--- config.mk ---
export PLATFORM = sky130hd
export DESIGN_NAME = vga_timing_gen
export DESIGN_NICKNAME = d
export VERILOG_FILES = /design/src/rtl/vga_timing_pkg.sv /design/src/rtl/vga_axis_counter.sv /design/src/rtl/vga_timing_gen.sv
export SDC_FILE = /design/constraint.sdc
export NUM_CORES = 1
export LEC_CHECK = 0
export ABC_AREA = 1
export CORE_MARGIN = 8
export CORE_UTILIZATION = 50
export CTS_BUF_LIST = sky130_fd_sc_hd__clkbuf_4 sky130_fd_sc_hd__clkbuf_8 sky130_fd_sc_hd__clkbuf_16
export DETAILED_ROUTE_END_ITERATION = 12
export PLACE_DENSITY = 0.85
export SLEW_MARGIN = 20
export SYNTH_ARGS = -nofsm -noshare
export SYNTH_HDL_FRONTEND = slang
export SYNTH_SLANG_ARGS = --single-unit
--- constraint.sdc ---
create_clock -name clk -period 4.67 [get_ports clk]
set_clock_uncertainty 0.2 [all_clocks]
set_input_delay 0.467 -clock clk [delete_from_list [all_inputs] [get_ports clk]]
set_output_delay 0.467 -clock clk [all_outputs]
set_load 0.02 [all_outputs]
--- src/rtl/vga_timing_pkg.sv ---
// ============================================================================
// Module   : vga_timing_pkg
// Brief    : Shared raster-timing types and 720p default constants.
// Revision : 1.0 - initial release
// ============================================================================
`default_nettype none

package vga_timing_pkg;

    localparam int unsigned c_CNT_W   = 12;
    localparam int unsigned c_CNT_MAX = 4095;
    localparam int unsigned c_FC_W    = 16;

    // CEA 1280x720@60, 74.25 MHz pixel clock
    localparam int unsigned c_720P_H_ACTIVE = 1280;
    localparam int unsigned c_720P_H_FRONT  = 110;
    localparam int unsigned c_720P_H_SYNC   = 40;
    localparam int unsigned c_720P_H_BACK   = 220;
    localparam int unsigned c_720P_V_ACTIVE = 720;
    localparam int unsigned c_720P_V_FRONT  = 5;
    localparam int unsigned c_720P_V_SYNC   = 5;
    localparam int unsigned c_720P_V_BACK   = 20;
    localparam int unsigned c_720P_SYNC_HI  = 1;

    typedef enum logic [1:0] {
        H_ACTIVE = 2'd0,
        H_FRONT  = 2'd1,
        H_SYNC   = 2'd2,
        H_BACK   = 2'd3
    } h_state_t;

    typedef enum logic [1:0] {
        V_ACTIVE = 2'd0,
        V_FRONT  = 2'd1,
        V_SYNC   = 2'd2,
        V_BACK   = 2'd3
    } v_state_t;

    // Axis-neutral encoding shared by both counter instances; matches h/v_state_t.
    typedef enum logic [1:0] {
        AX_ACTIVE = 2'd0,
        AX_FRONT  = 2'd1,
        AX_SYNC   = 2'd2,
        AX_BACK   = 2'd3
    } axis_state_t;

    function automatic int unsigned axis_total(
        input int unsigned active,
        input int unsigned front,
        input int unsigned sync,
        input int unsigned back
    );
        return active + front + sync + back;
    endfunction

    localparam int unsigned c_720P_H_TOTAL =
        axis_total(c_720P_H_ACTIVE, c_720P_H_FRONT, c_720P_H_SYNC, c_720P_H_BACK);
    localparam int unsigned c_720P_V_TOTAL =
        axis_total(c_720P_V_ACTIVE, c_720P_V_FRONT, c_720P_V_SYNC, c_720P_V_BACK);

endpackage

`default_nettype wire

--- src/rtl/vga_axis_counter.sv ---
// ============================================================================
// Module   : vga_axis_counter
// Brief    : One raster axis: wrapping position counter with its
//            active/front/sync/back FSM and registered sync flag.
// Revision : 1.0 - initial release
// ============================================================================
`default_nettype none

module vga_axis_counter
    import vga_timing_pkg::*;
#(
    parameter int unsigned ACTIVE_COUNT     = 1280,
    parameter int unsigned FRONT_PORCH      = 110,
    parameter int unsigned SYNC_WIDTH       = 40,
    parameter int unsigned BACK_PORCH       = 220,
    parameter int unsigned SYNC_ACTIVE_HIGH = 1
) (
    input  logic               clk,
    input  logic               rst,
    input  logic               step,
    input  logic               start,
    output logic [c_CNT_W-1:0] count,
    output axis_state_t        state_next,
    output logic               wrap,
    output logic               sync
);

    localparam int unsigned c_TOTAL =
        axis_total(ACTIVE_COUNT, FRONT_PORCH, SYNC_WIDTH, BACK_PORCH);

    if (c_TOTAL > c_CNT_MAX) begin : g_total_check
        $error("vga_axis_counter: axis total exceeds 4095");
    end

    if ((ACTIVE_COUNT == 0) || (FRONT_PORCH == 0) ||
        (SYNC_WIDTH == 0) || (BACK_PORCH == 0)) begin : g_segment_check
        $error("vga_axis_counter: every timing segment must be at least 1");
    end

    // Last count of each segment; the FSM leaves a segment on the step out of it.
    localparam logic [c_CNT_W-1:0] c_ACTIVE_LAST = c_CNT_W'(ACTIVE_COUNT - 1);
    localparam logic [c_CNT_W-1:0] c_FRONT_LAST  = c_CNT_W'(ACTIVE_COUNT + FRONT_PORCH - 1);
    localparam logic [c_CNT_W-1:0] c_SYNC_LAST   =
        c_CNT_W'(ACTIVE_COUNT + FRONT_PORCH + SYNC_WIDTH - 1);
    localparam logic [c_CNT_W-1:0] c_TOTAL_LAST  = c_CNT_W'(c_TOTAL - 1);

    localparam logic c_SYNC_ASSERT = (SYNC_ACTIVE_HIGH != 0) ? 1'b1 : 1'b0;
    localparam logic c_SYNC_IDLE   = ~c_SYNC_ASSERT;

    logic [c_CNT_W-1:0] r_count;
    axis_state_t        r_state;
    axis_state_t        w_state_next;
    logic               w_wrap;
    logic               r_sync;

    assign w_wrap = step && (r_count == c_TOTAL_LAST);

    always_comb begin
        w_state_next = r_state;
        if (step) begin
            case (r_state)
                AX_ACTIVE: if (r_count == c_ACTIVE_LAST) w_state_next = AX_FRONT;
                AX_FRONT:  if (r_count == c_FRONT_LAST)  w_state_next = AX_SYNC;
                AX_SYNC:   if (r_count == c_SYNC_LAST)   w_state_next = AX_BACK;
                AX_BACK:   if (r_count == c_TOTAL_LAST)  w_state_next = AX_ACTIVE;
                default:   w_state_next = AX_ACTIVE;
            endcase
        end
    end

    always_ff @(posedge clk or negedge rst) begin
        if (!rst) begin
            r_state <= AX_ACTIVE;
        end else begin
            r_state <= w_state_next;
        end
    end

    // Sync is registered from the next state so it lines up with the new count.
    always_ff @(posedge clk or negedge rst) begin
        if (!rst) begin
            r_count <= '0;
            r_sync  <= c_SYNC_IDLE;
        end else begin
            if (step) begin
                r_count <= w_wrap ? '0 : r_count + 1'b1;
            end
            if (step || start) begin
                r_sync <= (w_state_next == AX_SYNC) ? c_SYNC_ASSERT : c_SYNC_IDLE;
            end
        end
    end

    assign count      = r_count;
    assign state_next = w_state_next;
    assign wrap       = w_wrap;
    assign sync       = r_sync;

endmodule

`default_nettype wire

--- src/rtl/vga_timing_gen.sv ---
// ============================================================================
// Module   : vga_timing_gen
// Brief    : VGA raster timing: h/v counters, syncs, display enable and
//            line/frame markers. VGA_TIMING_FRAME_COUNT_EN adds frame_count.
// Revision : 1.0 - initial release
// ============================================================================
`default_nettype none

module vga_timing_gen
    import vga_timing_pkg::*;
#(
    parameter int unsigned H_ACTIVE_PIXEL_COUNT = c_720P_H_ACTIVE,
    parameter int unsigned H_FRONT_PORCH        = c_720P_H_FRONT,
    parameter int unsigned H_SYNC_WIDTH         = c_720P_H_SYNC,
    parameter int unsigned H_BACK_PORCH         = c_720P_H_BACK,
    parameter int unsigned V_ACTIVE_LINE_COUNT  = c_720P_V_ACTIVE,
    parameter int unsigned V_FRONT_PORCH        = c_720P_V_FRONT,
    parameter int unsigned V_SYNC_WIDTH         = c_720P_V_SYNC,
    parameter int unsigned V_BACK_PORCH         = c_720P_V_BACK,
    parameter int unsigned SYNC_ACTIVE_HIGH     = c_720P_SYNC_HI
) (
    input  logic               clk,
    input  logic               rst,
    input  logic               pix_ce,
    output logic [c_CNT_W-1:0] h_counter,
    output logic [c_CNT_W-1:0] v_counter,
    output logic               h_sync,
    output logic               v_sync,
    output logic               disp_en,
    output logic               line_start,
    output logic               frame_start
`ifdef VGA_TIMING_FRAME_COUNT_EN
    ,
    output logic [c_FC_W-1:0]  frame_count
`endif
);

    logic        r_running;
    logic        w_start;
    logic        w_h_step;
    logic        w_h_wrap;
    logic        w_v_wrap;
    logic        w_frame_wrap;
    axis_state_t w_h_axis_next;
    axis_state_t w_v_axis_next;
    h_state_t    w_h_state_next;
    v_state_t    w_v_state_next;
    logic        r_disp_en;
    logic        r_line_start;
    logic        r_frame_start;

    // The first enabled cycle after reset presents (0,0) without advancing.
    assign w_start      = pix_ce && !r_running;
    assign w_h_step     = pix_ce && r_running;
    assign w_frame_wrap = w_h_wrap && w_v_wrap;

    vga_axis_counter #(
        .ACTIVE_COUNT     (H_ACTIVE_PIXEL_COUNT),
        .FRONT_PORCH      (H_FRONT_PORCH),
        .SYNC_WIDTH       (H_SYNC_WIDTH),
        .BACK_PORCH       (H_BACK_PORCH),
        .SYNC_ACTIVE_HIGH (SYNC_ACTIVE_HIGH)
    ) u_h_axis (
        .clk        (clk),
        .rst        (rst),
        .step       (w_h_step),
        .start      (w_start),
        .count      (h_counter),
        .state_next (w_h_axis_next),
        .wrap       (w_h_wrap),
        .sync       (h_sync)
    );

    vga_axis_counter #(
        .ACTIVE_COUNT     (V_ACTIVE_LINE_COUNT),
        .FRONT_PORCH      (V_FRONT_PORCH),
        .SYNC_WIDTH       (V_SYNC_WIDTH),
        .BACK_PORCH       (V_BACK_PORCH),
        .SYNC_ACTIVE_HIGH (SYNC_ACTIVE_HIGH)
    ) u_v_axis (
        .clk        (clk),
        .rst        (rst),
        .step       (w_h_wrap),
        .start      (w_start),
        .count      (v_counter),
        .state_next (w_v_axis_next),
        .wrap       (w_v_wrap),
        .sync       (v_sync)
    );

    assign w_h_state_next = h_state_t'(w_h_axis_next);
    assign w_v_state_next = v_state_t'(w_v_axis_next);

    always_ff @(posedge clk or negedge rst) begin
        if (!rst) begin
            r_running     <= 1'b0;
            r_disp_en     <= 1'b0;
            r_line_start  <= 1'b0;
            r_frame_start <= 1'b0;
        end else begin
            if (w_start) begin
                r_running <= 1'b1;
            end
            if (pix_ce) begin
                r_disp_en <= (w_h_state_next == H_ACTIVE) && (w_v_state_next == V_ACTIVE);
            end
            r_line_start  <= w_h_wrap;
            r_frame_start <= w_frame_wrap;
        end
    end

    assign disp_en     = r_disp_en;
    assign line_start  = r_line_start;
    assign frame_start = r_frame_start;

`ifdef VGA_TIMING_FRAME_COUNT_EN
    logic [c_FC_W-1:0] r_frame_count;

    always_ff @(posedge clk or negedge rst) begin
        if (!rst) begin
            r_frame_count <= '0;
        end else if (w_frame_wrap) begin
            r_frame_count <= r_frame_count + 1'b1;
        end
    end

    assign frame_count = r_frame_count;
`endif

endmodule

`default_nettype wire

After elaboration in Yosys (flattened, before gate mapping)
Cells that the tools add are included.

word-level totals
  bits of input ports = 3
  memory bits (read-only) = 0
  latch bits = 0
  memories kept = 0
  word-level logic and storage cells = 57
  memory bits (writable) = 0
  output and inout bits = 29
  bits in registers = 34

operators by class
  div/mod/pow operators = 0
  bitwise gates (word level) = 0
  add/sub/neg operators = 2
  equal/unequal tests = 16
  mux-type cells = 16
  $lt $le $gt $ge = 0
  shift operators = 0
  reductions and logical operators = 13
  $mul = 0

operator list
  kind                   number
  $eq 12x10->1 const B   4
  $eq 12x11->1 const B   4
  $add 12x1->12 const B  2
  $mux 12                2
  $mux 2                 10
  $pmux 2 s4             2
  $eq 2x2->1 const B     6
  $logic_not 2->1        4
  $logic_and 1x1->1      6
  $eq 2x1->1 const B     2
  $logic_or 1x1->1       2
  $mux 1                 2
  $logic_not 1->1        1

Logic depth before layout (Yosys ltp)
  depth in word-level cells = 6
  depth in mapped cells = 12
  mapped depth without buffers = 12

Hierarchy
Synthesis repeated with hierarchy kept, for this count alone.

second synthesis, totals
  cells, all modules = 270
  area, all modules = 2014.4 um^2

modules (own cells, without submodules)
  module                        area each (um^2)  cells each  seq. area each (um^2)  instances
  vga_axis_counter at u_h_axis  934.6             124         375.4                  1
  vga_axis_counter at u_v_axis  930.9             130         375.4                  1
  vga_timing_gen                148.9             16          100.1                  1

Worst setup path before layout
Ideal clock, no wire load.

  path type = reg2reg
  start point = register u_h_axis.r_count[1], in the netlist u_h_axis.count[1]
  end point = register u_v_axis.r_count[5], in the netlist u_v_axis.count[5]
  data required time = 4.342 ns
  slack = 2.814 ns
  path buffers = 1
  data arrival time = 1.528 ns
  clock period less this slack = 1.856 ns
  library setup time = 0.128 ns
  stages on the path, launching flop included = 11
  cell sequence = dfrtp_1 -> inv_1 -> ha_1 -> nand2_1 -> nor2_1 -> nand3_2 -> nor2_4 -> buf_6 -> nand4_1 -> o21ai_1 -> a21oi_1

on the way
  word-level cells in the longest chain between the ends = 4

ends and longest elaborated chain
  what                    RTL line                RTL
  start, declared         vga_axis_counter.sv:50  logic [c_CNT_W-1:0] r_count;
  start signal, assigned  vga_axis_counter.sv:86  r_count <= w_wrap ? '0 : r_count + 1'b1;
  $eq 12x11->1 (*)        vga_axis_counter.sv:56  assign w_wrap = step && (r_count == c_TOTAL_LAST);
  $logic_and 1x1->1 (*)   vga_axis_counter.sv:56
  $logic_and 1x1->1       vga_axis_counter.sv:56
  $mux 12                 vga_axis_counter.sv:86
  end signal, assigned    vga_axis_counter.sv:86
  end, declared           vga_axis_counter.sv:50

Every way passes the cells marked *; elsewhere a longest branch is shown, timed or not.
A chain may end at the register's enable or synchronous reset.

Worst setup path after layout
Same ends and word-level chain as after synthesis.

==> impl_metrics.env <==
export IMPL_io_buffer_count=31
export IMPL_crit_type="reg -> reg"
export IMPL_synth_top_area_cell="dfrtp_1"
export IMPL_cp_startpoint="u_h_axis.count[1]$_DFFE_PN0P_"
export IMPL_setup_viol=0
export IMPL_synth_common_cells="63 x nand2_1, 34 x dfrtp_1, 34 x inv_1, 28 x nor2_1, 20 x nand3_1"
export IMPL_critPathCapture="u_v_axis.count[5]$_DFFE_PN0N_"
export IMPL_wl_per_cell_um=13.8
export IMPL_synth_edf_count=0
export IMPL_root_buffer="clkbuf_8"
export IMPL_drt_iter0_markers=147
export IMPL_start_util=0.524
export IMPL_grt_max_degree=35
export IMPL_htreeDepth=2
export IMPL_hold_buffers=0
export IMPL_area_growth_pct=20.4
export IMPL_ys_top_cells_by_area="dfrtp_1 40%, nand2_1 11%, inv_1 6.0%, nor2_1 4.9%, nand3_1 4.7%"
export IMPL_die_area_mm2=0.00659
export IMPL_cts_setup_buffers=0
export IMPL_hp_class="reg -> reg"
export IMPL_layout_setup_ws_ns=2.41
export IMPL_fin_setup_tns_ns=0
export IMPL_first_global_vias=1899
export IMPL_syn_nets=288
export IMPL_multi_input_area_mm2=0.00107
export IMPL_yosysMostFrequentCell="nand2_1"
export IMPL_avgSynthCellArea_um2=7.59
export IMPL_layout_drive_gt1_share=0.127
export IMPL_ys_seq_elements=34
export IMPL_status="finished clean"
export IMPL_min_period_ns=2.26
export IMPL_cp_depth=9
export IMPL_p_per_area_mw_per_mm2=367
export IMPL_drtPass1Iterations=5
export IMPL_grt_ovfl_total=0
export IMPL_cts_buffers=5
export IMPL_grt_pass1_wl_um=8630
export IMPL_ys_types=32
export IMPL_fp_dieW_um=81.2
export IMPL_worst_hold_slack_ns=0.284
export IMPL_cpLargestDelayFamily="simple AND/OR/NAND/NOR gates"
export IMPL_cp_cell_sequence="inv_1, ha_1, nand2_1, nor2_1, nand3_2, nor2_4, nand4_1, o21ai_1, a21oi_1"
export IMPL_die_h_um=81.2
export IMPL_yosysWarnings=0
export IMPL_path_buf_inv=1
export IMPL_finalCritPeriodShare=0.484
export IMPL_cts_tree="yes"
export IMPL_syn_instance_count=280
export IMPL_regArea_um2=851
export IMPL_max_freq_mhz=443
export IMPL_end_kind="flip-flop"
export IMPL_r2r_start="u_h_axis.count[1]$_DFFE_PN0P_"
export IMPL_vias_per_cell=5.35
export IMPL_crit_required_ns=4.64
export IMPL_place_area_mm2=0.00247
export IMPL_worstSetupStartpointType="flip-flop"
export IMPL_place_gp_congestion=0.936
export IMPL_nNetsFinal=323
export IMPL_rsz0062_at_grt="no"
export IMPL_p_leak_nw=1.18
export IMPL_maxCapViolations=0
export IMPL_core_area_mm2=0.00406
export IMPL_cts_resized=0
export IMPL_cts_path_max_buffers=2
export IMPL_diodes=0
export IMPL_slew_viol_final=0
export IMPL_drc=0
export IMPL_cp_arrival_ns=2.23
export IMPL_synthFlopType="dfrtp_1"
export IMPL_design_area_mm2=0.00256
export IMPL_rows=23
export IMPL_wirelength_um=5050
export IMPL_clkLatencyLatePin_ns=0.29
export IMPL_dpl_hpwl_um=3850
export IMPL_async_reset_ff_frac=1.00
export IMPL_crit_path_max_fanout=21
export IMPL_antenna_found_initial=0
export IMPL_clock_sinks=34
export IMPL_peakVddDrop_uv=168
export IMPL_nFillCells=364
export IMPL_ios=32
export IMPL_rr_worst_depth=9
export IMPL_syn_area_mm2=0.00212
export IMPL_yosysTopAreaCellShare=0.400
export IMPL_yosysSeqAreaShare=0.400
export IMPL_slowest_delay_ns=0.42
export IMPL_num_vias=1954
export IMPL_pre_cts_ws_ns=2.30
export IMPL_relSlewSlack=0.498
export IMPL_rr_endpoint="u_v_axis.count[5]$_DFFE_PN0N_"
export IMPL_worst_pin_slew_ns=0.748
export IMPL_clk_pin_slew_worst_paths_ns=0.06
export IMPL_ant_nets=0
export IMPL_finalHoldViolCount=0
export IMPL_r2r_slack_ns=2.41
export IMPL_grtUsageTotal=0.167
export IMPL_cpMaxStageDelayCell="dfrtp_1"
## how the worst min path moves through the flow
stage | startpoint | to | slack, ns | depth (start not counted)
5_1_grt | u_v_axis.sync$_DFFE_PN0P_ | u_v_axis.sync$_DFFE_PN0P_ | 0.32 | 2
3_5_place_dp | u_v_axis.sync$_DFFE_PN0P_ | u_v_axis.sync$_DFFE_PN0P_ | 0.27 | 2
6_report | u_v_axis.sync$_DFFE_PN0P_ | u_v_axis.sync$_DFFE_PN0P_ | 0.28 | 2
3_3_place_gp | u_h_axis.sync$_DFFE_PN0P_ | u_h_axis.sync$_DFFE_PN0P_ | 0.27 | 2
4_1_cts | u_v_axis.sync$_DFFE_PN0P_ | u_v_axis.sync$_DFFE_PN0P_ | 0.29 | 2
2_1_floorplan | rst | disp_en$_DFFE_PN0P_ | -0.03 | 0
## layer usage
metal | GRT usage | part of all wire | vias up
met5 | 0 | 0 | -
met4 | 0.0839 | 0.023 | 0
met3 | 0.0497 | 0.063 | 15
met2 | 0.265 | 0.46 | 65
met1 | 0.201 | 0.45 | 902
li1 | - | - | 972
## through the flow
stage	total power [mW]	util	std cells
detailed placement	0.725	0.610	358
floorplan	0.593	-	280
finish	0.939	0.630	365
global route	0.994	0.630	365
CTS	0.943	0.630	365
global placement	0.719	0.610	358
## cell usage in the layout (no fill, tap or decap), types with 3 or more instances in the layout
cell type        Yosys  final
xor2_1               9      9
a21oi_1             13     13
clkdlybuf4s50_1      0     31
nor2_2               6      6
clkbuf_8             0      5
nand3_1             20     20
nand2_1             63     63
nor2_1              28     28
inv_2               10     10
o21ai_1              8      8
nor3_1              10     10
nor2_4               4      4
nand4_1             12     12
dfrtp_1             34     34
inv_1               34     34
nand2_2              3      3
ha_1                 5      5
## sequential cells by signal, indices dropped and copies added, names as in the netlist
register	flops
u_h_axis.sync	1
u_v_axis.count	12
frame_start	1
r_running	1
line_start	1
disp_en	1
u_h_axis.count	12
u_v_axis.r_state	2
u_h_axis.r_state	2
u_v_axis.sync	1
## kinds of logic (layout without fill, tap and decap cells)
family	count (synthesis)	after routing	synth area share
AO/OA/AOI/OAI	27	27	0.0724
adder cells (fa/ha/maj)	5	5	0.0294
buffers and inverters	49	84	0.0942
flip-flops	34	34	0.400
AND/OR/NAND/NOR	156	156	0.366
XOR/XNOR	9	9	0.0371
## power breakdown
group	switching, mW	internal, mW
clock network	0.103	0.114
registers	0.0770	0.334
logic	0.186	0.126
## cell type report
cell class	count	share of cell area
clock buffers	7	0.0328
inverters	45	0.0660
multi-input cells	197	0.420
repair buffers	32	0.124
flip-flops and latches	34	0.333
well taps	50	0.0245
## tightest hold or removal path, delay by kind of cell, from the launching register on
kind / cells / cell delay [ns]
and+or+nand+nor: 2 / 0.10
DFF: 1 / 0.35
Note: power is estimated with default switching activity, not from simulation.
==> RTL change 1, RTL diff (config.mk and constraints unchanged) <==
Build with the macro `VGA_TIMING_FRAME_COUNT_EN` defined.
--- a/src/rtl/vga_timing_gen.sv
+++ b/src/rtl/vga_timing_gen.sv
@@ -7,2 +7,4 @@
 `default_nettype none
+
+`define VGA_TIMING_FRAME_COUNT_EN
 
Function (old outputs only; new: frame_count): kept (Yosys induction, for registers that start in step).
==> RTL change 1 against the original RTL <==
- the run now ends with hold timing left
- setup slack lost 330 ps
- total power grew 36%
- global-route usage grew 0.94 points
- synthesized area grew 38%
- final area grew 41%
- sequential cell count grew 16
- maximum frequency shrank 13%
- wire length grew 44%
==> RTL change 1: results <==
metrics = {
    "outcome": {
        "run_status": "complete, but fails checks",
        "violations": "hold timing",
    },
    "routing": {
        "first_iter_violations": 199,
        "routed-wl-met3_um": 438,
        "wire_per_inst_um": 14.3,
        "first_pass_iters": 4,
        "wl_met2_um": 3610,
        "wl_met1_um": 3080,
    },
    "timing": {
        "holdWs_ps": -45.7,
        "slew_headroom_pct": 57.3,
        "finalHoldViolCount": 50,
    },
    "grt": {
        "grt_pass1_wl_um": 12300,
        "grt_max_degree": 51,
        "grt.total_usage_pct": 17.6,
        "grt_pass1_vias": 2626,
    },
    "pwr": {
        "p_sw_uw": 439,
        "power_mw": 1.28,
        "pwr-share-clk_pct": 29.4,
        "p_leak_nw": 1.76,
        "power_frac_seq_pct": 43.2,
    },
    "yosys": {
        "synthTopCellsByCount": "93 x nand2_1, 51 x inv_1, 50 x dfrtp_1, 50 x nor2_1, 25 x nand3_1",
        "synth_adder_area_share_pct": 2.56,
        "synthXorXnorAreaFrac_pct": 6.23,
        "seq_area_frac_synth_pct": 42.6,
        "yosys-top-cells-area": "dfrtp_1 43%, nand2_1 12%, inv_1 6.5%",
    },
    "cells_and_area": {
        "drive_above_1_share_pct": 8.10,
    },
    "cts": {
        "clkTransAtPathRegs_ps": 100,
        "insertion_delay_ps": 310,
    },
    "placement": {
        "dpl.hpwl_um": 5560,
        "io_buffers": 47,
    },
    "min_path": {
        "hp-class": "input port to asynchronous set/reset pin",
    },
    "setup_path": {
        "worstPathMaxFanout": 12,
        "cp.arrival_ps": 2600,
    },
}
RTL change 1: cell count changes in the layout (fill, tap and decap cells not counted), moves of 8 or more:
cell	before	now
nand2_1	63	93
nor2_1	28	50
inv_1	34	51
dfrtp_1	34	50
clkdlybuf4s50_1	31	46
o21ai_1	8	0
RTL change 1: stage by stage:
step	setup WS, ps	cell area, µm²	instances	util [%]
2_1_floorplan	2670	2930	381	-
3_3_place_gp	1870	3460	499	59.9
3_5_place_dp	1770	3460	499	59.9
4_1_cts	2090	3600	507	62.3
5_1_grt	1950	3610	507	62.4
6_report	2090	3610	507	62.4
RTL change 1: critical path, cell delays in order:
cell and delay [ps]:
clkdlybuf4s50_1 490, nand2_1 280, inv_1 340, nand3_4 190
nor2_4 370, nand2_4 130, nor2_8 130, nand2_2 50
xor2_1 130
RTL change 1: worst paths after layout:
check                                                    from                             to  slack [ps]  depth (start not counted)
worst max-delay path                                   pix_ce     frame_count[9]$_DFFE_PN0P_        2090                          9
worst min-delay path                                      rst  u_h_axis.count[3]$_DFFE_PN0P_         -50                          1
worst max register to register  u_h_axis.count[1]$_DFFE_PN0P_     frame_count[9]$_DFFE_PN0P_        2350                         10
worst min register to register      u_v_axis.sync$_DFFE_PN0P_      u_v_axis.sync$_DFFE_PN0P_         290                          2
max in group asynchronous                                 rst  u_h_axis.count[5]$_DFFE_PN0P_        3870                          1
min in group clk                    u_v_axis.sync$_DFFE_PN0P_      u_v_axis.sync$_DFFE_PN0P_         290                          2
RTL change 1: final cells by class:
cell class                 count  area, µm²
clock buffer                   6       82.6
clock inverter                 2       60.1
fill                         536       2170
inverter                      55        206
multi-input combinational    272       1440
sequential                    50       1250
tap                           75       93.8
timing repair buffer          47        468
==> RTL change 2, RTL diff (same settings) <==
Without the edit above. One comparison of `r_count` changes from == to >=.
--- a/src/rtl/vga_axis_counter.sv
+++ b/src/rtl/vga_axis_counter.sv
@@ -62,3 +62,3 @@
                 AX_ACTIVE: if (r_count == c_ACTIVE_LAST) w_state_next = AX_FRONT;
-                AX_FRONT:  if (r_count == c_FRONT_LAST)  w_state_next = AX_SYNC;
+                AX_FRONT:  if (r_count >= c_FRONT_LAST)  w_state_next = AX_SYNC;
                 AX_SYNC:   if (r_count == c_SYNC_LAST)   w_state_next = AX_BACK;
Behaviour: same outputs for any inputs over 10 cycles, from zero or initial values and one cycle with rst low; that may be too few to reach the edited logic, so the function may still have changed.
==> RTL change 2 against the original RTL <==
- sequential cell count did not move
- clock power fell by 5%
- first-iteration DRC count fell by 4.1%
- wire length fell by 10%
- combinational power fell by 14%
- synthesized area fell by 3.1%
- final area fell by 1.5%
- sequential power fell by 5.1%
- die area fell by 2.5%
- sequential share of layout area rose by 0.51 points
- total power fell by 8.0%
- setup slack improved by 92 ps
- critical endpoint is now u_v_axis.count[8]$_DFFE_PN0P_
==> RTL change 2: results <==
metrics = {
    "cts": {
        "post_cts_buffers": 0,
        "cts-root-buf": "clkbuf_8",
        "ctsHoldBuffers": 0,
        "clk_path_buf_depth": 2,
        "h-tree-depth": 2,
        "insertion_delay_ps": 290,
        "cts_resized": 0,
        "numCtsBuffers": 5,
        "clkTransAtPathRegs_ps": 70,
    },
    "placement": {
        "placedCellCount": 347,
        "io_buffers": 31,
        "dpl.hpwl_um": 3520,
        "place.gp.congestion": 0.958,
    },
    "job": {
        "drv_cap": 0,
    },
    "outcome": {
        "run_status": "finished, final reports clean",
    },
    "cells_and_area": {
        "layout.nets": 313,
        "drive_above_1_share_pct": 11.8,
        "fillers": 352,
        "diodes": 0,
        "fin_cells": 354,
    },
    "grt": {
        "grt_max_degree": 35,
        "antenna_found_initial": 0,
        "grt_pass1_vias": 1659,
        "grt.total_usage_pct": 14.8,
        "grt_pass1_wl_um": 7560,
    },
    "yosys": {
        "synthTopCellsByCount": "55 x nand2_1, 42 x inv_1, 34 x dfrtp_1",
        "avgSynthCellArea_um2": 7.77,
        "ys_warn_count": 0,
        "synth_nets": 274,
        "seq_area_frac_synth_pct": 41.3,
        "postSynth.asyncResetShare_pct": 100,
        "synth_ff_type": "dfrtp_1",
        "yosys-top-cells-area": "dfrtp_1 41%, nand2_1 10%, inv_1 7.7%",
        "synth.distinct_cells": 28,
    },
    "setup_path": {
        "cp.arrival_ps": 2140,
        "worstPathMaxFanout": 8,
        "crit_start": "u_h_axis.count[1]$_DFFE_PN0P_",
    },
    "routing": {
        "wl_um": 4540,
        "viasPerCell": 5.20,
        "first_iter_violations": 141,
        "first_pass_iters": 4,
    },
    "min_path": {
        "hold_start": "disp_en$_DFFE_PN0P_",
        "hp-class": "flop to flop",
    },
    "pwr": {
        "ir_drop_v": 0.000196,
        "p_leak_nw": 1.27,
    },
    "timing": {
        "tightestPinTransition_ps": 432,
    },
}
## RTL change 2: critical path: stages, from the launching register on
cell and delay, ps:
dfrtp_1 390, inv_1 130, ha_1 200, nand2_1 100
nor2_2 230, nand3_4 130, nor2_4 260, nand2_4 80
nor2_4 110, nand2_1 80, xor2_1 140
## RTL change 2: per-layer routing
layer	track usage, %	wire length [µm]	vias to the layer above
li1	-	-	926
met1	20.1	2140	848
met2	21.3	1990	58
met3	2.46	288	10
met4	9.09	120	0
met5	0	0	-
## RTL change 2: layout make-up
cell class,instances,share of cell area [%]
Clock inverter,2,0.397
Sequential cell,34,33.8
Multi-Input combinational cell,187,41.4
Inverter,44,6.56
Timing Repair Buffer,32,12.6
Tap cell,50,2.48
Clock buffer,5,2.73
## RTL change 2: where the power goes
group / total (mW) / switching (mW) / leakage [nW] / internal, mW
Sequential: 0.390 / 0.0604 / 0.391 / 0.330
Clock: 0.207 / 0.107 / 0.0438 / 0.100
Combinational: 0.267 / 0.160 / 0.831 / 0.107
Total: 0.864 / 0.327 / 1.27 / 0.537
## RTL change 2: cell families (layout without fill, tap and decap cells)
family / after synthesis / count (layout) / synth area share [%]
adder cells (fa/ha/maj): 6 / 6 / 3.65
flip-flops: 34 / 34 / 41.3
XOR/XNOR: 7 / 7 / 2.98
AND/OR/NAND/NOR: 140 / 140 / 34.8
AO/OA/AOI/OAI: 34 / 34 / 9.30
buffers and inverters: 44 / 83 / 8.02
## RTL change 2: path summary, 6_finish.rpt
path | endpoint | slack, ps | depth (start not counted)
min reg2reg | disp_en$_DFFE_PN0P_ | 280 | 2
max reg2reg | u_v_axis.count[8]$_DFFE_PN0P_ | 2500 | 10
min | disp_en$_DFFE_PN0P_ | 280 | 2
min in group asynchronous | u_h_axis.count[5]$_DFFE_PN0P_ | 390 | 2
max in group asynchronous | u_h_axis.count[9]$_DFFE_PN0P_ | 3580 | 2
max | u_v_axis.count[8]$_DFFE_PN0P_ | 2500 | 10
## RTL change 2: stage by stage
| step | worst slack (ps) | utilization [%] | cell area, µm² |
|---|---|---|---|
| global route | 2350 | 63.4 | 2520 |
| CTS | 2500 | 63.4 | 2520 |
| global placement | 2300 | 61.4 | 2440 |
| finish | 2500 | 63.4 | 2520 |
| floorplan | 2630 | - | 2060 |
| detailed placement | 2250 | 61.4 | 2440 |
